File: config.mk
export PLATFORM = sky130hd
export DESIGN_NAME = game_sequencer
export DESIGN_NICKNAME = d
export VERILOG_FILES = /design/src/rtl/flappy_pkg.sv /design/src/rtl/game_sequencer_btn_conditioner.sv /design/src/rtl/game_sequencer.sv
export SDC_FILE = /design/constraint.sdc
export NUM_CORES = 1
export LEC_CHECK = 0
export ABC_CLOCK_PERIOD_IN_PS = 2900
export CORE_MARGIN = 2
export CORE_UTILIZATION = 51
export DETAILED_ROUTE_END_ITERATION = 10
export PLACE_DENSITY_LB_ADDON = 0.08
export SYNTH_ARGS = -nofsm -noshare
export SYNTH_HDL_FRONTEND = slang
export SYNTH_HIERARCHICAL = 1
export SYNTH_SLANG_ARGS = --single-unit
File: constraint.sdc
create_clock -name clk -period 2.9 [get_ports clk]
set_input_delay 0.58 -clock clk [delete_from_list [all_inputs] [get_ports clk]]
set_output_delay 0.58 -clock clk [all_outputs]
set_load 0.01 [all_outputs]
File: src/rtl/flappy_pkg.sv
// Shared encodings and screen geometry for the flappy datapath.
package flappy_pkg;

  typedef enum logic [1:0] {
    ST_READY = 2'b00,
    ST_PLAY  = 2'b01,
    ST_DEAD  = 2'b10
  } state_t;

  localparam int SCREEN_W  = 800;
  localparam int FLOOR_Y   = 490;
  localparam int CEIL_Y    = 10;
  localparam int BALL_SIZE = 10;

endpackage

File: src/rtl/game_sequencer_btn_conditioner.sv
// Button synchronizer with frame-tick-gated rising-edge detect.
module btn_conditioner (
  input  logic clk,
  input  logic rst,
  input  logic btn,
  input  logic tick,
  output logic press
);

  logic sync1, sync2, samp, armed;

  // The first tick after reset only loads the sample, so a held button is not a press.
  always_ff @(posedge clk or posedge rst) begin
    if (rst) begin
      sync1 <= 1'b0;
      sync2 <= 1'b0;
      samp  <= 1'b0;
      armed <= 1'b0;
    end else begin
      sync1 <= btn;
      sync2 <= sync1;
      if (tick) begin
        samp  <= sync2;
        armed <= 1'b1;
      end
    end
  end

  assign press = tick & armed & sync2 & ~samp;

endmodule

File: src/rtl/game_sequencer.sv
// Frame-tick generation, READY/PLAY/DEAD sequencing, collision and pass scoring.
module game_sequencer
  import flappy_pkg::*;
#(
  parameter int BALL_SIZE = flappy_pkg::BALL_SIZE,
  parameter int FLOOR_Y   = flappy_pkg::FLOOR_Y,
  parameter int CEIL_Y    = flappy_pkg::CEIL_Y,
  parameter int DEAD_HOLD = 60,
  parameter int SCORE_W   = 8
) (
  input  logic               clk,
  input  logic               rst,
  input  logic [9:0]         h_counter,
  input  logic [9:0]         v_counter,
  input  logic               btn_flap,
  input  logic               btn_reset,
  input  logic [9:0]         ballX,
  input  logic [9:0]         ballY,
  input  logic [9:0]         wallX,
  input  logic [9:0]         wallY,
  input  logic [9:0]         wallBaseX,
  input  logic [9:0]         wallBaseY,
  output logic               frame_tick,
  output logic               run_en,
  output logic               restart,
  output logic [1:0]         state,
  output logic [SCORE_W-1:0] score,
  output logic               hit
);

  localparam logic [10:0] BALL_L  = 11'(BALL_SIZE);
  localparam logic [10:0] FLOOR_L = 11'(FLOOR_Y);
  localparam logic [10:0] CEIL_L  = 11'(CEIL_Y);
  localparam int          HOLD_W  = $clog2(DEAD_HOLD + 1);
  localparam logic [HOLD_W-1:0]  HOLD_MAX  = HOLD_W'(DEAD_HOLD);
  localparam logic [SCORE_W-1:0] SCORE_MAX = '1;

  state_t              state_r, state_nxt;
  logic [SCORE_W-1:0]  score_r, score_nxt;
  logic                hit_r, hit_nxt;
  logic [HOLD_W-1:0]   hold_r, hold_nxt;
  logic [10:0]         prev_wall_r;
  logic                flap_press, reset_press;

  btn_conditioner u_flap (
    .clk(clk), .rst(rst), .btn(btn_flap), .tick(frame_tick), .press(flap_press)
  );
  btn_conditioner u_reset (
    .clk(clk), .rst(rst), .btn(btn_reset), .tick(frame_tick), .press(reset_press)
  );

  logic [10:0] bx, by, wx, wy, wbx, wby, wall_r, wall_top;
  logic        overlap, collide, pass;

  assign bx  = {1'b0, ballX};
  assign by  = {1'b0, ballY};
  assign wx  = {1'b0, wallX};
  assign wy  = {1'b0, wallY};
  assign wbx = {1'b0, wallBaseX};
  assign wby = {1'b0, wallBaseY};

  assign wall_r   = wx + wbx;
  // A pipe taller than its base row is clamped to the top of the screen.
  assign wall_top = (wy > wby) ? 11'd0 : wby - wy;
  assign overlap  = (bx + BALL_L > wx) && (bx < wall_r) &&
                    (by + BALL_L > wall_top) && (by < wby);
  assign collide  = (by >= FLOOR_L) || (by < CEIL_L) || overlap;
  assign pass     = (prev_wall_r >= bx) && (wall_r < bx);

  always_ff @(posedge clk or posedge rst) begin
    if (rst) begin
      frame_tick  <= 1'b0;
      state_r     <= ST_READY;
      score_r     <= '0;
      hit_r       <= 1'b0;
      hold_r      <= '0;
      prev_wall_r <= '0;
    end else begin
      frame_tick <= (h_counter == 10'd0) && (v_counter == 10'd0);
      if (frame_tick) begin
        state_r     <= state_nxt;
        score_r     <= score_nxt;
        hit_r       <= hit_nxt;
        hold_r      <= hold_nxt;
        prev_wall_r <= wall_r;
      end
    end
  end

  always_comb begin
    state_nxt = state_r;
    score_nxt = score_r;
    hit_nxt   = hit_r;
    hold_nxt  = hold_r;
    if (reset_press) begin
      state_nxt = ST_READY;
      score_nxt = '0;
      hit_nxt   = 1'b0;
      hold_nxt  = '0;
    end else begin
      unique case (state_r)
        ST_READY: begin
          score_nxt = '0;
          hit_nxt   = 1'b0;
          hold_nxt  = '0;
          if (flap_press) state_nxt = ST_PLAY;
        end
        ST_PLAY: begin
          if (collide) begin
            state_nxt = ST_DEAD;
            hit_nxt   = 1'b1;
            hold_nxt  = '0;
          end else if (pass && score_r != SCORE_MAX) begin
            score_nxt = score_r + SCORE_W'(1);
          end
        end
        ST_DEAD: begin
          if (hold_r != HOLD_MAX) hold_nxt = hold_r + HOLD_W'(1);
          if (flap_press && hold_r == HOLD_MAX) begin
            state_nxt = ST_READY;
            score_nxt = '0;
            hit_nxt   = 1'b0;
            hold_nxt  = '0;
          end
        end
        default: state_nxt = ST_READY;
      endcase
    end
  end

  assign state   = state_r;
  assign run_en  = (state_r == ST_PLAY);
  assign restart = (state_r == ST_READY);
  assign score   = score_r;
  assign hit     = hit_r;

endmodule

# Yosys cells after proc, flatten, opt, wreduce, memory -nomap -nowiden
# Cells that the tools add are included.
[word_totals]
output_inout_bits = 14
register_bits = 36
inputBits = 84
latch_bits = 0
mem_bits_rw = 0
mem_bits_ro = 0
wordCells = 83
memories = 0
[classes]
reduce_logical = 17
shifts = 0
order_cmp = 9
div = 0
mux = 20
n_addsub = 6
mul = 0
n_eq_ne = 11
n_bitwise = 7
[op_table]
columns = ["op", "count"]
rows = [
  ["$mux W8", 4],
  ["$mux W6", 4],
  ["$pmux W8 S3", 1],
  ["$add A10 B4 Y11 const B", 2],
  ["$logic_not A10 Y1", 2],
  ["$pmux W6 S3", 1],
  ["$reduce_and A4 Y1", 3],
  ["$add A10 B10 Y11", 1],
  ["$ge A11 B10 Y1", 1],
  ["$gt A11 B10 Y1", 1],
  ["$gt A11 B11 Y1", 1],
  ["$lt A10 B11 Y1", 1],
  ["$lt A11 B10 Y1", 1],
  ["$mux W11", 1],
  ["$sub A10 B10 Y11", 1],
  ["$ge A10 B9 Y1 const B", 1],
  ["$gt A10 B10 Y1", 1],
  ["$lt A10 B10 Y1", 1],
  ["$lt A10 B4 Y1 const B", 1],
  ["$ne A3 B1 Y1 const B", 3],
  ["$add A8 B1 Y8 const B", 1],
  ["$mux W2", 4],
  ["$ne A8 B8 Y1 const B", 1],
  ["$logic_and A1 B1 Y1", 7],
  ["other kinds (16)", 25],
]

# Logic depth before layout (Yosys ltp)
# Gate-level depths: netlist (run 1).
[logic_depth]
word_depth = 9
ltp_mapped = 20
ltp_nobuf = 20

# Modules after synthesis
# Netlist (run 1), hierarchy kept.
[by_module_without_submodules]
columns = ["mod", "instances", "area_each_um2", "seq_area_each_um2", "cells_per_inst"]
rows = [
  ["game_sequencer", 1, 3849.9, 725.7, 476],
  ["btn_conditioner", 2, 136.4, 100.1, 8],
]

# Worst setup path after synthesis (run 1)
# OpenSTA, ideal clock, no wires.
[synth_path]
path_type = "input to register"
start = "input port wallBaseY[0]"
end = "register hold_r[0]"
path_buffers = 0
arrival_time_ns = 3.763
stages = 18
setup_slack_ns = -0.999
required_ns = 2.764
setup_time_ns = 0.136
cell_sequence = "inv_1 ha_1 inv_1 fa_1 nand2_1 nand2_1 a21oi_1 o21bai_1 a21oi_1 o21ai_0 a2111o_1 ha_1 and4_1 a221o_1 a21oi_1 a41oi_1 a21boi_1 mux2i_1"
[synth_between]
elab_chain_cells = 8
[synth_lines]
columns = ["item", "line", "source"]
rows = [
  ["start: declaration", "game_sequencer.sv:22", "input logic [9:0] wallBaseY,"],
  ["$sub A10 B10 Y11 / $gt A10 B10 Y1 (equally long branches)", "game_sequencer.sv:64", "assign wall_top = (wy > wby) ? 11'd0 : wby - wy;"],
  ["$mux W11", "game_sequencer.sv:64", ""],
  ["$gt A11 B11 Y1", "game_sequencer.sv:66", "(by + BALL_L > wall_top) && (by < wby);"],
  ["$logic_and A1 B1 Y1", "game_sequencer.sv:65", "assign overlap = (bx + BALL_L > wx) && (bx < wall_r) &&"],
  ["$logic_and A1 B1 Y1 *", "game_sequencer.sv:66", ""],
  ["$logic_or A1 B1 Y1 *", "game_sequencer.sv:67", "assign collide = (by >= FLOOR_L) || (by < CEIL_L) || overlap;"],
  ["$ne A3 B1 Y1 (no line) *", "n/a", ""],
  ["$reduce_and A4 Y1 (no line) *", "n/a", ""],
  ["end signal: assignment", "game_sequencer.sv:84", "hold_r <= hold_nxt;"],
  ["end: declaration", "game_sequencer.sv:41", "logic [HOLD_W-1:0] hold_r, hold_nxt;"],
]
# Mark *: on every way between the ends. The rest lies on a longest branch, timed or not.
# A chain may end at the register's enable or synchronous reset.

# Final worst setup path (run 1)
[layout_path]
start = "input port wallX[5]"
end = "register score_r[7], in the netlist score[7]"
[layout_between]
elab_chain_cells = 8
[layout_lines]
columns = ["item", "line", "source"]
rows = [
  ["start: declaration", "game_sequencer.sv:19", "input logic [9:0] wallX,"],
  ["$add A10 B10 Y11 *", "game_sequencer.sv:62", "assign wall_r = wx + wbx;"],
  ["named net wall_r[7]", "game_sequencer.sv:52", "logic [10:0] bx, by, wx, wy, wbx, wby, wall_r, wall_top;"],
  ["$lt A10 B11 Y1", "game_sequencer.sv:65", ""],
  ["$logic_and A1 B1 Y1 (2 in series)", "game_sequencer.sv:65", ""],
  ["$logic_and A1 B1 Y1", "game_sequencer.sv:66", ""],
  ["$logic_or A1 B1 Y1", "game_sequencer.sv:67", ""],
  ["$ne A3 B3 Y1 (no line)", "n/a", ""],
  ["$reduce_and A5 Y1 (no line) *", "n/a", ""],
  ["end signal: assignment", "game_sequencer.sv:82", "score_r <= score_nxt;"],
  ["end: declaration", "game_sequencer.sv:39", "logic [SCORE_W-1:0] score_r, score_nxt;"],
]
# The timed path passes the listed nets; every way through them passes the cells marked *.

==> results of run 1 <==
-- worst max-delay path: cells and delay by family --
kind | cells | cell delay [ps]
AOI/OAI and AO/OA | 6 | 940
and+or+nand+nor | 4 | 900
buffers and inverters | 2 | 590
adders and majority gates | 2 | 580
xor gates and xnor gates | 1 | 270
-- power by group through the flow --
stage	Clock [mW]	Sequential, mW	Combinational (mW)
2_1_floorplan	0	0.529	0.399
4_1_cts	0.486	0.519	0.882
3_5_place_dp	0	0.530	0.794
6_report	0.480	0.519	0.973
3_3_place_gp	0	0.529	0.760
5_1_grt	0.510	0.520	1.05
-- state kept, by name (all words and copies together), names as in the netlist, 2 cells and up --
| name | flops |
|---|---|
| score | 8 |
| prev_wall_r | 11 |
| hold_r | 6 |
| state | 2 |
-- final cells by class --
class | instances | area (µm²)
clock inverters | 2 | 37.5
repair buffers | 210 | 1840
fillers | 449 | 1160
inverters | 68 | 270
clock buffers | 6 | 82.6
flip-flops and latches | 37 | 926
well taps | 102 | 128
multi-input cells | 381 | 3320
-- metal layers --
| metal | up-vias | GRT usage | wire [µm] |
|---|---|---|---|
| met2 | 165 | 0.572 | 7390 |
| met5 | - | 0 | 0 |
| met4 | 0 | 0.0713 | 430 |
| li1 | 2184 | - | - |
| met1 | 2164 | 0.325 | 5240 |
| met3 | 41 | 0.0474 | 566 |
-- per-stage QoR --
step / cell area [µm²] / setup slack (ps) / cells / total power, mW / utilization
floorplan: 4230 / -881 / 492 / 0.929 / -
CTS: 6430 / -884 / 804 / 1.89 / 0.828
detailed placement: 5980 / -1600 / 778 / 1.32 / 0.770
global placement: 5980 / -1460 / 778 / 1.29 / 0.770
finish: 6610 / -796 / 806 / 1.97 / 0.850
global route: 6610 / -971 / 806 / 2.08 / 0.850
-- path summary, 6_finish.rpt --
check,start,end,slack [ps],cells past startpoint
max,wallX[5],score[7]$_DFFE_PP0P_,-800,15
min,u_flap/sync1$_DFF_PP0_,u_flap/sync2$_DFF_PP0_,350,0
max reg2reg,score[0]$_DFFE_PP0P_,score[7]$_DFFE_PP0P_,440,8
min reg2reg,u_flap/sync1$_DFF_PP0_,u_flap/sync2$_DFF_PP0_,350,0
max in group asynchronous,rst,hold_r[0]$_DFFE_PP0P_,1880,3
min in group asynchronous,rst,u_reset/armed$_DFFE_PP0P_,520,2
-- cell usage in the layout (no fill, tap or decap), types with 4 or more instances in the layout --
cell             instances
nand3_1                 14
nor4_1                   8
dfrtp_1                 37
o21a_1                   6
nor2_1                  23
a21oi_1                 23
a31oi_1                  4
nor3_1                   5
o21ai_1                  9
buf_6                   13
clkbuf_8                 6
nor2b_1                  7
o21ai_2                  7
xor2_1                   7
ha_4                    14
nand2_1                 38
mux2_2                   8
a21oi_2                 12
inv_1                   58
dlygate4sd2_1            8
buf_4                  104
o21ai_0                 15
inv_2                    8
and3_1                   5
a21o_1                  10
nand4_1                  6
clkdlybuf4s50_1         76
ha_1                    61
xnor2_1                 17
-- what timing repair did --
action / 4_1_cts / 5_1_grt
setup buffers: 19 / 3
endpoints found under the setup margin: 17 / 17
pin swaps: 50 / 34
resized for setup: 102 / 36
gates cloned: 1 / 0
-- cell families (layout without fill, tap and decap cells) --
kind of cell	after synthesis	count (layout)
simple gates	145	145
buf+inv	74	286
xor+xnor	25	25
fa+ha+maj	77	77
mux	13	13
compound gates	121	121
flops	37	37
==> metrics.yaml, run 1 <==
setup_viol: 17
hold_viol: 0
die_h_um: 93.9
worst_ir_drop_vdd_uv: 287
synth-edff-count: 0
grt_max_degree: 30
die_area_um2: 8820
core_um2: 7770
critPathMaxStageDelay_ps: 460
crit_slowest_cell: "clkdlybuf4s50_1"
clk_latency_ps: 310
num_rows: 32
start_util: 0.531
required_ps: 3090
ys_seq_area_frac: 0.225
dr.pass1.iters: 5
hold_buffers: 0
min_path_type: "register to register"
hold_slack_ps: 350
gr-total-overflow: 0
synth_top_cell_by_area: "ha_1"
clock_path_buffers: 2
critPathMaxFanout: 4
crit_chain: "clkdlybuf4s50_1 > ha_4 > o21a_1 > a21oi_2 > buf_4 > o21bai_1 > xor2_1 > ha_1 > and3_4 > a211oi_2 > a41oi_2 > and2b_1 > nand2_2 > o311a_1 > or3b_1"
p_seq_frac: 0.263
synth_fa_ha_area_frac: 0.237
root_buffer: "clkbuf_8"
route.vias.total: 4554
synth_area_um2: 4120
portBuffers: 97
post-route-drc-count: 0
status: "complete, but fails checks"
crit_type: "input pin to register"
p_clk_frac: 0.244
finClkSkew_ps: 15.3
yosys.area_share.simple: 0.186
yosys.cell_count.top_type: "ha_1"
cts_buffers: 5
pwr-share-comb: 0.493
yosysTopAreaCellShare: 0.228
antenna_left: 0
syn-num-nets: 653
worst_slack_ps: -796
post-route-period-util: 1.27
p_switching_uw: 648
final_nets: 864
drive_above_1_share: 0.321
maxCapViolations: 0
relSlewSlack: 0.651
grt_pass1_wl_mm: 20.7
clkSinkCount: 37
cts_max_level: 2
p_sw_frac: 0.329
synth-compound-area-share: 0.192
internal-power_mw: 1.32
yosys_register_bits: 37
synth_xor_xnor_area_share: 0.0531
ys_types: 63
wl_per_cell_um: 16.9
violations: "setup timing"
tightest_slew_ps: 518
rsz0062_at_grt: "true"
first_iter_violations: 217
antenna_found_initial: 0
syn-instance-count: 492
dieWidth_um: 93.9
synth_async_sr_flop_share: 1.00
vias_per_cell: 5.65
hpwl_mm: 9.28
final-max-slew-violation-count: 0
grt_pass1_vias: 4693
synth_top_family_by_area: "adder cells"
cellPowerDensity_nw_per_um2: 299
finalWeightedCongestion: 0.915
synth_ff_type: "dfrtp_1"
yosys-top-cells-count: "ha_1 (75), inv_1 (68), nand2_1 (39)"
wirelength_mm: 13.6
ios: 98
antennaDiodeCount: 0
tns_ps: -11640
total_leakage_power_nw: 3.17
synth_mux_area_frac: 0.0364
synth_area_per_cell_um2: 8.38
track_usage: 0.293
synth.area.top_cells: "ha_1 (23%), dfrtp_1 (22%), inv_1 (6.2%)"
fmax_ghz: 0.271
syn2layout_area_growth_pct: 60.2
worst_ep_arrival_time_ps: 3880
ys_warn_count: 6
cts_tree: "built"
period_needed_ps: 3700
path_clk_slew_ps: 90
startpoint_type: "input pin"
critPathCaptureType: "register"
(Power assumes the default switching activity.)
==> run 2: changes to the inputs <==
Settings changed: GPL_ROUTABILITY_DRIVEN set to 1, HOLD_SLACK_MARGIN set to 0.03.
==> results of run 2 <==
The final DEF is identical to that of run 1; final timing and power are the same.
